<file path="config.mk">
export PLATFORM = sky130hd
export DESIGN_NAME = core_regfile_p
export DESIGN_NICKNAME = d
export VERILOG_FILES = /design/src/rtl/core_regfile_p_pkg.sv /design/src/rtl/core_regfile_rdport.sv /design/src/rtl/core_regfile_p.sv
export SDC_FILE = /design/constraint.sdc
export NUM_CORES = 2
export LEC_CHECK = 0
export CORE_MARGIN = 10
export CORE_UTILIZATION = 45
export CTS_CLUSTER_SIZE = 30
export DETAILED_ROUTE_END_ITERATION = 8
export PLACE_DENSITY_LB_ADDON = 0.2
export SLEW_MARGIN = 25
export SYNTH_ARGS = -nofsm -noshare
export SYNTH_HDL_FRONTEND = slang
export SYNTH_SLANG_ARGS = --single-unit
</file>
<file path="constraint.sdc">
create_clock -name CLK -period 2.9 [get_ports CLK]
set_clock_uncertainty 0.05 [all_clocks]
set_input_delay 0.58 -clock CLK [delete_from_list [all_inputs] [get_ports CLK]]
set_output_delay 0.58 -clock CLK [all_outputs]
set_load 0.02 [all_outputs]
</file>
<file path="src/rtl/core_regfile_p_pkg.sv">
// Shared types and constants for the core register file slice.
// The write-stage record is sized for the widest supported configuration
// (XLEN, INW up to 64 bits, up to 2^16 registers); instances use the low bits.
package core_regfile_p_pkg;

  localparam int unsigned MAX_XLEN = 64;
  localparam int unsigned MAX_INW  = 64;
  localparam int unsigned MAX_AW   = 16;

  // Program counter advances by one 32-bit instruction word.
  localparam int unsigned PC_STEP = 4;

  // One captured write request awaiting commit.
  typedef struct packed {
    logic                we;
    logic                ine;
    logic [MAX_AW-1:0]   addr;
    logic [MAX_XLEN-1:0] wdata;
    logic [MAX_INW-1:0]  indata;
  } wstage_t;

  // Address width for n registers: ceil(log2(n)), never less than 1.
  function automatic int unsigned addr_width(input int unsigned n);
    int unsigned w;
    w = 1;
    for (int unsigned i = 1; i < 32; i++) begin
      if ((64'(1) << i) < 64'(n)) begin
        w = i + 1;
      end
    end
    return w;
  endfunction

endpackage

</file>
<file path="src/rtl/core_regfile_rdport.sv">
// Single registered read port. Loads the array word on enable, or the value
// being committed on this same edge when it targets the addressed register.
module core_regfile_rdport
  import core_regfile_p_pkg::*;
#(
  parameter int unsigned XLEN = 32,
  parameter int unsigned AW   = 5
) (
  input  logic            clk,
  input  logic            rst,
  input  logic            en,
  input  logic [AW-1:0]   addr,
  input  logic [XLEN-1:0] array_data,
  input  logic            commit_en,
  input  logic [AW-1:0]   commit_addr,
  input  logic [XLEN-1:0] commit_data,
  output logic [XLEN-1:0] data
);

  logic [XLEN-1:0] data_reg;
  logic [XLEN-1:0] data_next;
  logic            bypass;

  // commit_en is already suppressed for register 0, so x0 never bypasses.
  assign bypass = commit_en && (commit_addr == addr);

  // Select the post-commit value when the write lands on our address.
  always_comb begin
    data_next = bypass ? commit_data : array_data;
  end

  // Output register: clears on reset, loads on enable, otherwise holds.
  always_ff @(posedge clk) begin
    if (rst) begin
      data_reg <= '0;
    end else if (en) begin
      data_reg <= data_next;
    end
  end

  assign data = data_reg;

endmodule

</file>
<file path="src/rtl/core_regfile_p.sv">
// Core register file: one-entry write stage (full-width and low-byte input
// port writes), NRD registered read ports with commit bypass, and the PC.
module core_regfile_p
  import core_regfile_p_pkg::*;
#(
  parameter int unsigned XLEN = 32,
  parameter int unsigned NREG = 32,
  parameter int unsigned NRD  = 2,
  parameter int unsigned INW  = 8,
  parameter int unsigned AW   = addr_width(NREG)
) (
  input  logic                CLK,
  input  logic                RST,
  input  logic                WE,
  input  logic [AW-1:0]       WADDR,
  input  logic [XLEN-1:0]     WDATA,
  input  logic                INE,
  input  logic [INW-1:0]      INDATA,
  input  logic [NRD*AW-1:0]   RSADDR,
  input  logic [NRD-1:0]      RS_EN,
  output logic [NRD*XLEN-1:0] RS,
  output logic                WR_PEND,
  input  logic                PC_WE,
  input  logic                PC_INC,
  input  logic [XLEN-1:0]     PC_WDATA,
  output logic [XLEN-1:0]     PC
);

  // Masks selecting the live bits of the wide write-stage record.
  localparam logic [MAX_XLEN-1:0] DATA_MASK = {MAX_XLEN{1'b1}} >> (MAX_XLEN - XLEN);
  localparam logic [MAX_INW-1:0]  IN_MASK   = {MAX_INW{1'b1}} >> (MAX_INW - INW);
  localparam logic [MAX_AW-1:0]   ADDR_MASK = {MAX_AW{1'b1}} >> (MAX_AW - AW);
  // Bits of a register replaced by an input-port write.
  localparam logic [XLEN-1:0]     MERGE_MASK = {XLEN{1'b1}} >> (XLEN - INW);

  // ---------------------------------------------------------------------
  // Write stage
  // ---------------------------------------------------------------------
  wstage_t ws_reg;
  wstage_t ws_next;

  // Capture any request; an idle cycle empties the stage.
  always_comb begin
    ws_next = '0;
    if (WE || INE) begin
      ws_next.we                = WE;
      ws_next.ine               = INE;
      ws_next.addr[AW-1:0]      = WADDR;
      ws_next.wdata[XLEN-1:0]   = WDATA;
      ws_next.indata[INW-1:0]   = INDATA;
    end
  end

  // Stage register; reset drops any write still waiting to commit.
  always_ff @(posedge CLK) begin
    if (RST) begin
      ws_reg <= '0;
    end else begin
      ws_reg <= ws_next;
    end
  end

  assign WR_PEND = ws_reg.we | ws_reg.ine;

  // Padding bits of the record are constant zero; fold them away explicitly.
  logic unused_ws_pad;
  assign unused_ws_pad = ^{ws_reg.wdata & ~DATA_MASK,
                           ws_reg.indata & ~IN_MASK,
                           ws_reg.addr & ~ADDR_MASK};

  // ---------------------------------------------------------------------
  // Commit path
  // ---------------------------------------------------------------------
  logic [XLEN-1:0] regs_reg [NREG];
  logic [AW-1:0]   commit_addr;
  logic            commit_en;
  logic [XLEN-1:0] commit_old;
  logic [XLEN-1:0] commit_data;

  assign commit_addr = ws_reg.addr[AW-1:0];
  assign commit_en   = WR_PEND && (commit_addr != '0);
  assign commit_old  = regs_reg[commit_addr];

  // WE wins over INE; an input-port write keeps the upper register bits.
  always_comb begin
    if (ws_reg.we) begin
      commit_data = ws_reg.wdata[XLEN-1:0];
    end else begin
      commit_data = (commit_old & ~MERGE_MASK) | XLEN'(ws_reg.indata[INW-1:0]);
    end
  end

  // Register array with synchronous clear; x0 is never written.
  always_ff @(posedge CLK) begin
    if (RST) begin
      for (int i = 0; i < int'(NREG); i++) begin
        regs_reg[i] <= '0;
      end
    end else if (commit_en) begin
      regs_reg[commit_addr] <= commit_data;
    end
  end

  // ---------------------------------------------------------------------
  // Read ports
  // ---------------------------------------------------------------------
  generate
    for (genvar gi = 0; gi < int'(NRD); gi++) begin : g_rd
      logic [AW-1:0]   rd_addr;
      logic [XLEN-1:0] rd_array;

      assign rd_addr  = RSADDR[gi*AW +: AW];
      assign rd_array = regs_reg[rd_addr];

      core_regfile_rdport #(
        .XLEN (XLEN),
        .AW   (AW)
      ) u_rdport (
        .clk         (CLK),
        .rst         (RST),
        .en          (RS_EN[gi]),
        .addr        (rd_addr),
        .array_data  (rd_array),
        .commit_en   (commit_en),
        .commit_addr (commit_addr),
        .commit_data (commit_data),
        .data        (RS[gi*XLEN +: XLEN])
      );
    end
  endgenerate

  // ---------------------------------------------------------------------
  // Program counter
  // ---------------------------------------------------------------------
  logic [XLEN-1:0] pc_reg;
  logic [XLEN-1:0] pc_next;

  // Load beats increment; the increment wraps silently at 2^XLEN.
  always_comb begin
    pc_next = pc_reg;
    if (PC_WE) begin
      pc_next = PC_WDATA;
    end else if (PC_INC) begin
      pc_next = pc_reg + XLEN'(PC_STEP);
    end
  end

  // PC register.
  always_ff @(posedge CLK) begin
    if (RST) begin
      pc_reg <= '0;
    end else begin
      pc_reg <= pc_next;
    end
  end

  assign PC = pc_reg;

endmodule
</file>
==> results.md <==
* Die Width at 398 um
* Worst Tran Pin Value at 1.03 ns
* Largest net degree at the start of global routing at 49
* PnR worst setup slack at 0.0329 ns
* WP data required at 3.38 ns
* CTS tree: built
* Met1 usage in global routing at 47.6%
* P per Cell Area at 577 nW/um2
* Routed vias/inst at 7.13
* Sequential cell area at 33600 um2
* Hold/Removal Path Class: primary input to register
* Worst-path clk slew at 0.06 ns
* Most common cell after layout, fill and taps aside: nor2_1
* # placed instances at 6969
* Clock latency at the later pin of the worst-skew pair at 0.82 ns
* Most frequent cells in the layout: nor2_1, edfxtp_1, mux4_2
* Max reg flops at 1024
* Post-DP HPWL at 192000 um
* Crit-path max FO at 31
* Port bufs at 191
* Iteration-0 DRC Markers at 9066
* Total overflow reported by the global router at 0
* Syn Area/Cell at 13.4 um2
* Endpoints failing setup at 0
* Register bit total from synthesis at 1167
* TritonCTS buffer count at 137
* Multi-input gate area at 28700 um2
* Crit path buffers/inverters at 3
* Distinct cell type count after synthesis at 84
* P&R area growth vs syn at 20.8%
* Max incr delay on CP at 0.54 ns
* DRT antenna net count at 0
* Worst setup EP type: register
* DRC at 0
* Slowest-stage cell, CP: dfxtp_4
* Post-route clock period utilization at 98.9%
* Run status: complete, no violations
* Die area at 159000 um2
* Tmin final at 2.87 ns
* Largest buffer count on any clock path at 3
* Final Wtd Congestion at 1.01
* Synthesized cell area at 64500 um2
* Max Freq at 349 MHz
* IO Count at 192
* Vias in the first global route at 49290
* Fill cell count at 11707
* Via count at 51650
* Worst VDD drop at 0.571 mV
* Register area share after synthesis at 52.1%
* Starting Density at 45.4%
* Met3 Use GR at 14.1%
* First-pass GRT wire length at 407000 um
* Async set-or-reset flop fraction in the synthesized netlist at 0%
* H-tree Lvls at 4
* CP arrival at 3.35 ns
* Setup Crit Path Kind: register to register
* Layout Cells excl Fill at 7245
* Main area contributors after synthesis: edfxtp_1, mux4_2, mux2i_1, nor2_1, dfxtp_1
* Fin util at 54.9%
* Overall power at 44900 uW
* Fin area at 77900 um2
* Detailed Route WL at 300000 um
* Final hold vios at 0
* Global Route Usage Sum at 37.1%
* Cell taking the most area after synthesis: edfxtp_1
* Clk sink count at 1167
* Max-Cap Viols at 0
* Core area at 142000 um2
* Leakage at 0.0276 uW
* Initial antenna violation count at 14
* Drt wl/cell at 41.4 um
* Crit path top cell by count: buf_4
* DRT Pass-1 Iters at 8
* Final nets at 5321
* Max-slew headroom at 31.1%
* Hold-fix buffers at CTS at 0
* Top_reg_cell synth: edfxtp_1
* Number of synthesized flops with an enable pin at 1024
* Setup WS pre-CTS at -0.0147 ns
* Count of mapped cells out of synthesis at 4826
* Synth Warn # at 0
* CP startpoint kind: register
* Synth top area share at 47.7%
* Met2 global-route usage at 52.2%
* Clock Tree Root: clkbuf_16
* Die Ht at 398 um
* Final Max Slew Viols at 0
* RSZ-0062 raised after global routing: false
* Kind of cell adding the most delay to the critical path: buffers and inverters
* Cell Chain, Critical Path: buf_4 > buf_4 > nor2b_1 > a221oi_1 > a32o_1 > o22ai_2 > buf_12 > nor2_1
* Fraction of layout cells with a size suffix above 1 at 28.2%
* # rows at 138
* Placed standard-cell area at 73000 um2
* Gr busiest metal: met2
==> metal layers <==
metal	wire (um)	part of all wire (%)
met3	46600	16
met4	23700	7.9
met5	274	0.091
met1	105000	35
met2	125000	42
==> cells by family after synthesis <==
group,synth area share (%)
flip-flops,52.1
AO/OA/AOI/OAI,6.25
buffers and inverters,4.17
XOR/XNOR,0.462
AND/OR/NAND/NOR,9.98
other,0.00582
multiplexers,27.0
adder cells (fa/ha/maj),0.0194
==> per-stage QoR <==
step                      setup TNS (ns)  hold slack, ns
after floorplan                    -1.30           0.486
after global placement           -0.0369           0.402
after detailed placement         -0.0147           0.397
after CTS                              0           0.244
after global routing                   0           0.267
final                                  0           0.272
==> repair_timing <==
item,in CTS,in global routing
setup buffers,0,7
resized for setup,5,12
setup endpoints to repair,1,327
cloned,0,1
==> synthesized netlist by cell type, types with 38 or more instances <==
cell type  instances
a21oi_1           63
a221oi_1          66
a22oi_1           41
and2_1            51
buf_2            134
buf_4             61
buf_6             40
clkbuf_1         241
dfxtp_1          143
edfxtp_1        1024
mux2i_1          425
mux4_2           577
nand2_1          194
nor2_1          1095
nor3_1            38
o21ai_0           84
o22ai_1           70
==> power breakdown <==
| group | total [uW] | internal, uW | leakage (uW) | switching, uW |
|---|---|---|---|---|
| clock | 18300 | 10700 | 0.00231 | 7590 |
| sequential | 19400 | 18900 | 0.0119 | 553 |
| combinational | 7190 | 2980 | 0.0134 | 4210 |
==> worst register-to-register path, delay by kind of cell (launching register included) <==
family,cells,cell delay (ns)
buffers and inverters,3,0.85
AO/OA/AOI/OAI,3,0.70
flip-flops,1,0.54
AND/OR/NAND/NOR,2,0.45
==> layout make-up <==
cell class / count / area share (%)
Sequential cell: 1167 / 43.2
Antenna cell: 14 / 0.0450
Multi-Input combinational cell: 3167 / 36.8
Clock buffer: 164 / 4.74
Inverter: 18 / 0.0932
Clock inverter: 91 / 1.31
Timing Repair Buffer: 734 / 10.8
Tap cell: 1890 / 3.04
==> worst paths after layout <==
kind | end | cells past startpoint | slack, ns | start
setup reg to reg | regs_reg[13][31]$_SDFFCE_PN0P_ | 8 | 0.03 | commit_addr[3]$_SDFF_PP0_
setup / recovery | regs_reg[13][31]$_SDFFCE_PN0P_ | 8 | 0.03 | commit_addr[3]$_SDFF_PP0_
hold reg to reg | g_rd[0].u_rdport.data[4]$_SDFFE_PP0P_ | 2 | 0.42 | g_rd[0].u_rdport.data[4]$_SDFFE_PP0P_
hold / removal | ws_reg[2]$_SDFF_PP0_ | 2 | 0.27 | INDATA[2]
Power figures use the tool's default switching activity.
==> RTL edit (same settings) <==
Put a register stage on the output `RS`, cleared by the reset. The value now appears one clock later. The other outputs are not delayed to match.
--- a/src/rtl/core_regfile_p.sv
+++ b/src/rtl/core_regfile_p.sv
@@ -32,6 +32,8 @@
   localparam logic [MAX_AW-1:0]   ADDR_MASK = {MAX_AW{1'b1}} >> (MAX_AW - AW);
   // Bits of a register replaced by an input-port write.
   localparam logic [XLEN-1:0]     MERGE_MASK = {XLEN{1'b1}} >> (XLEN - INW);
+
+  logic [NRD*XLEN-1:0] RS_d;
 
   // ---------------------------------------------------------------------
   // Write stage
@@ -124,7 +126,7 @@
         .commit_en   (commit_en),
         .commit_addr (commit_addr),
         .commit_data (commit_data),
-        .data        (RS[gi*XLEN +: XLEN])
+        .data        (RS_d[gi*XLEN +: XLEN])
       );
     end
   endgenerate
@@ -156,4 +158,12 @@
 
   assign PC = pc_reg;
 
+  always_ff @(posedge CLK) begin
+    if (RST) begin
+      RS <= '0;
+    end else begin
+      RS <= RS_d;
+    end
+  end
+
 endmodule
Check against the original RTL: not settled (the Yosys comparison gave no result); the edit may change what the design does.
==> RTL edit against the original RTL <==
- fmax is 0.81% lower
- via count is 2.4% lower
- count of clock-buffer cells in the layout is 24 higher
- die area is 2.3% higher
- sequential power is 5% higher
- area after synthesis is 2.4% higher
- worst setup slack worse by 0.024 ns
- sequential cell count is 64 higher
- final area is 0.42% higher
- non-clock buffer count is 61 lower
- total power is 0.34% lower
- routed wire length is 4.7% lower
==> RTL edit: results (changes against the original RTL) <==
metric,value,unit,change
number of fill cells,12100,,+3.0%
first-pass GRT wire length,390000,um,-4.2%
Worst Setup EP,regs_reg[4][19]$_SDFFCE_PN0P_,,
Post-Place Cells,6872,,-1.4%
ys async rst share,0,,unchanged
worst hold stages,1,,-1
area post-placement,0.0735,mm2,+0.76%
final setup margin,0.00940,ns,-0.0235 ns
WL met3,43800,um,-6.0%
DP Wirelength,182000,um,-5.2%
share of cells above drive strength 1,0.290,,+0.00734
P_leak,0.0273,uW,-1.2%
P_comb,6790,uW,-5.6%
sequential area share after synthesis,0.528,,+0.00695
initial antenna violation count,17,,+3
initial drt markers,9141,,+0.83%
GRT Overall Usage,0.343,,-0.0277
Placer Congestion,0.971,,-3.6%
Synth area leaders,"edfxtp_1, mux4_2, dfxtp_1",,
Synth top cells by count,"nor2_1, edfxtp_1, mux4_2, mux2i_1, dfxtp_1",,
Min-Delay Endpoint,regs_reg[0][28]$_SDFFCE_PN0P_,,
slew margin rel.,0.324,,+0.0129
post-place setup slack,-0.219,ns,-0.204 ns
hold_sp,RST,,
met2 Use GR,0.494,,-0.0276
Clock group,17600,uW,-4%
CTS buffer count,139,,+1.5%
met2 routed WL,122000,um,-2.3%
pin count of the biggest net entering global routing,73,,+49%
NetSw,12100,uW,-2.1%
Mapped Cells,4750,,-1.6%
reg2reg start,commit_addr[1]$_SDFF_PP0_,,
wire length on met1,97500,um,-6.9%
met1 GRT Util,0.433,,-0.0434
vias in the first global route,48600,,-1.3%
WL/cell,40.0,um,-3.5%
status,finished clean,,
Sw Share,0.270,,-0.00499
worst r2r path cells,9,,+1
DRT Pass-1 Iters,7,,-1
post-synthesis cell type count,86,,+2.4%
==> RTL edit: cell types whose count changed in the layout (fill, tap and decap cells not counted), moves of 55 or more <==
cell      change
mux4_2       +82
dfxtp_1      +64
a221oi_1     -61
mux2i_1     -107
nor2b_1      +74
a22oi_1      +55
==> RTL edit: cells by family (layout without fill, tap and decap cells) <==
| kind of cell | after synthesis | after routing | share of synthesized area |
|---|---|---|---|
| AOI/OAI and AO/OA | 427 | 427 | 0.0472 |
| xor gates and xnor gates | 37 | 37 | 0.00491 |
| adders and majority gates | 1 | 1 | 0.000189 |
| buffers and inverters | 502 | 944 | 0.0404 |
| DFF | 1231 | 1231 | 0.528 |
| muxes | 1001 | 1001 | 0.277 |
| other | 1 | 43 | 0.0000568 |
| and+or+nand+nor | 1550 | 1550 | 0.102 |
==> RTL edit: cell type report <==
cell class | instances | share of cell area
inverter | 16 | 0.000768
antenna | 11 | 0.000352
tap | 1917 | 0.0307
timing repair buffer | 673 | 0.0944
sequential | 1231 | 0.446
multi-input combinational | 3048 | 0.370
clock buffer | 188 | 0.0492
clock inverter | 67 | 0.00779
==> RTL edit: worst max-delay path: stages, from the launching register on <==
cell and delay, ns:
dfxtp_4 0.47, buf_12 0.22, buf_12 0.29, mux2i_1 0.51, o22ai_1 0.16, nor3_1 0.24
o2111ai_1 0.17, o21ai_2 0.12, buf_12 0.22, nor2_1 0.08
==> RTL edit: metrics by stage <==
stage                     hold slack [ns]  TNS, ns
final                               0.116        0
after global routing                0.102        0
after CTS                          0.0663        0
after detailed placement            0.389    -5.66
after global placement              0.389    -6.95
after floorplan                     0.367        0
==> RTL edit: what timing repair did <==
item | in CTS | in global routing
buffers inserted | 0 | 13
pin swaps | 0 | 1
gates resized for setup | 5 | 9
setup endpoints to repair | 34 | 376
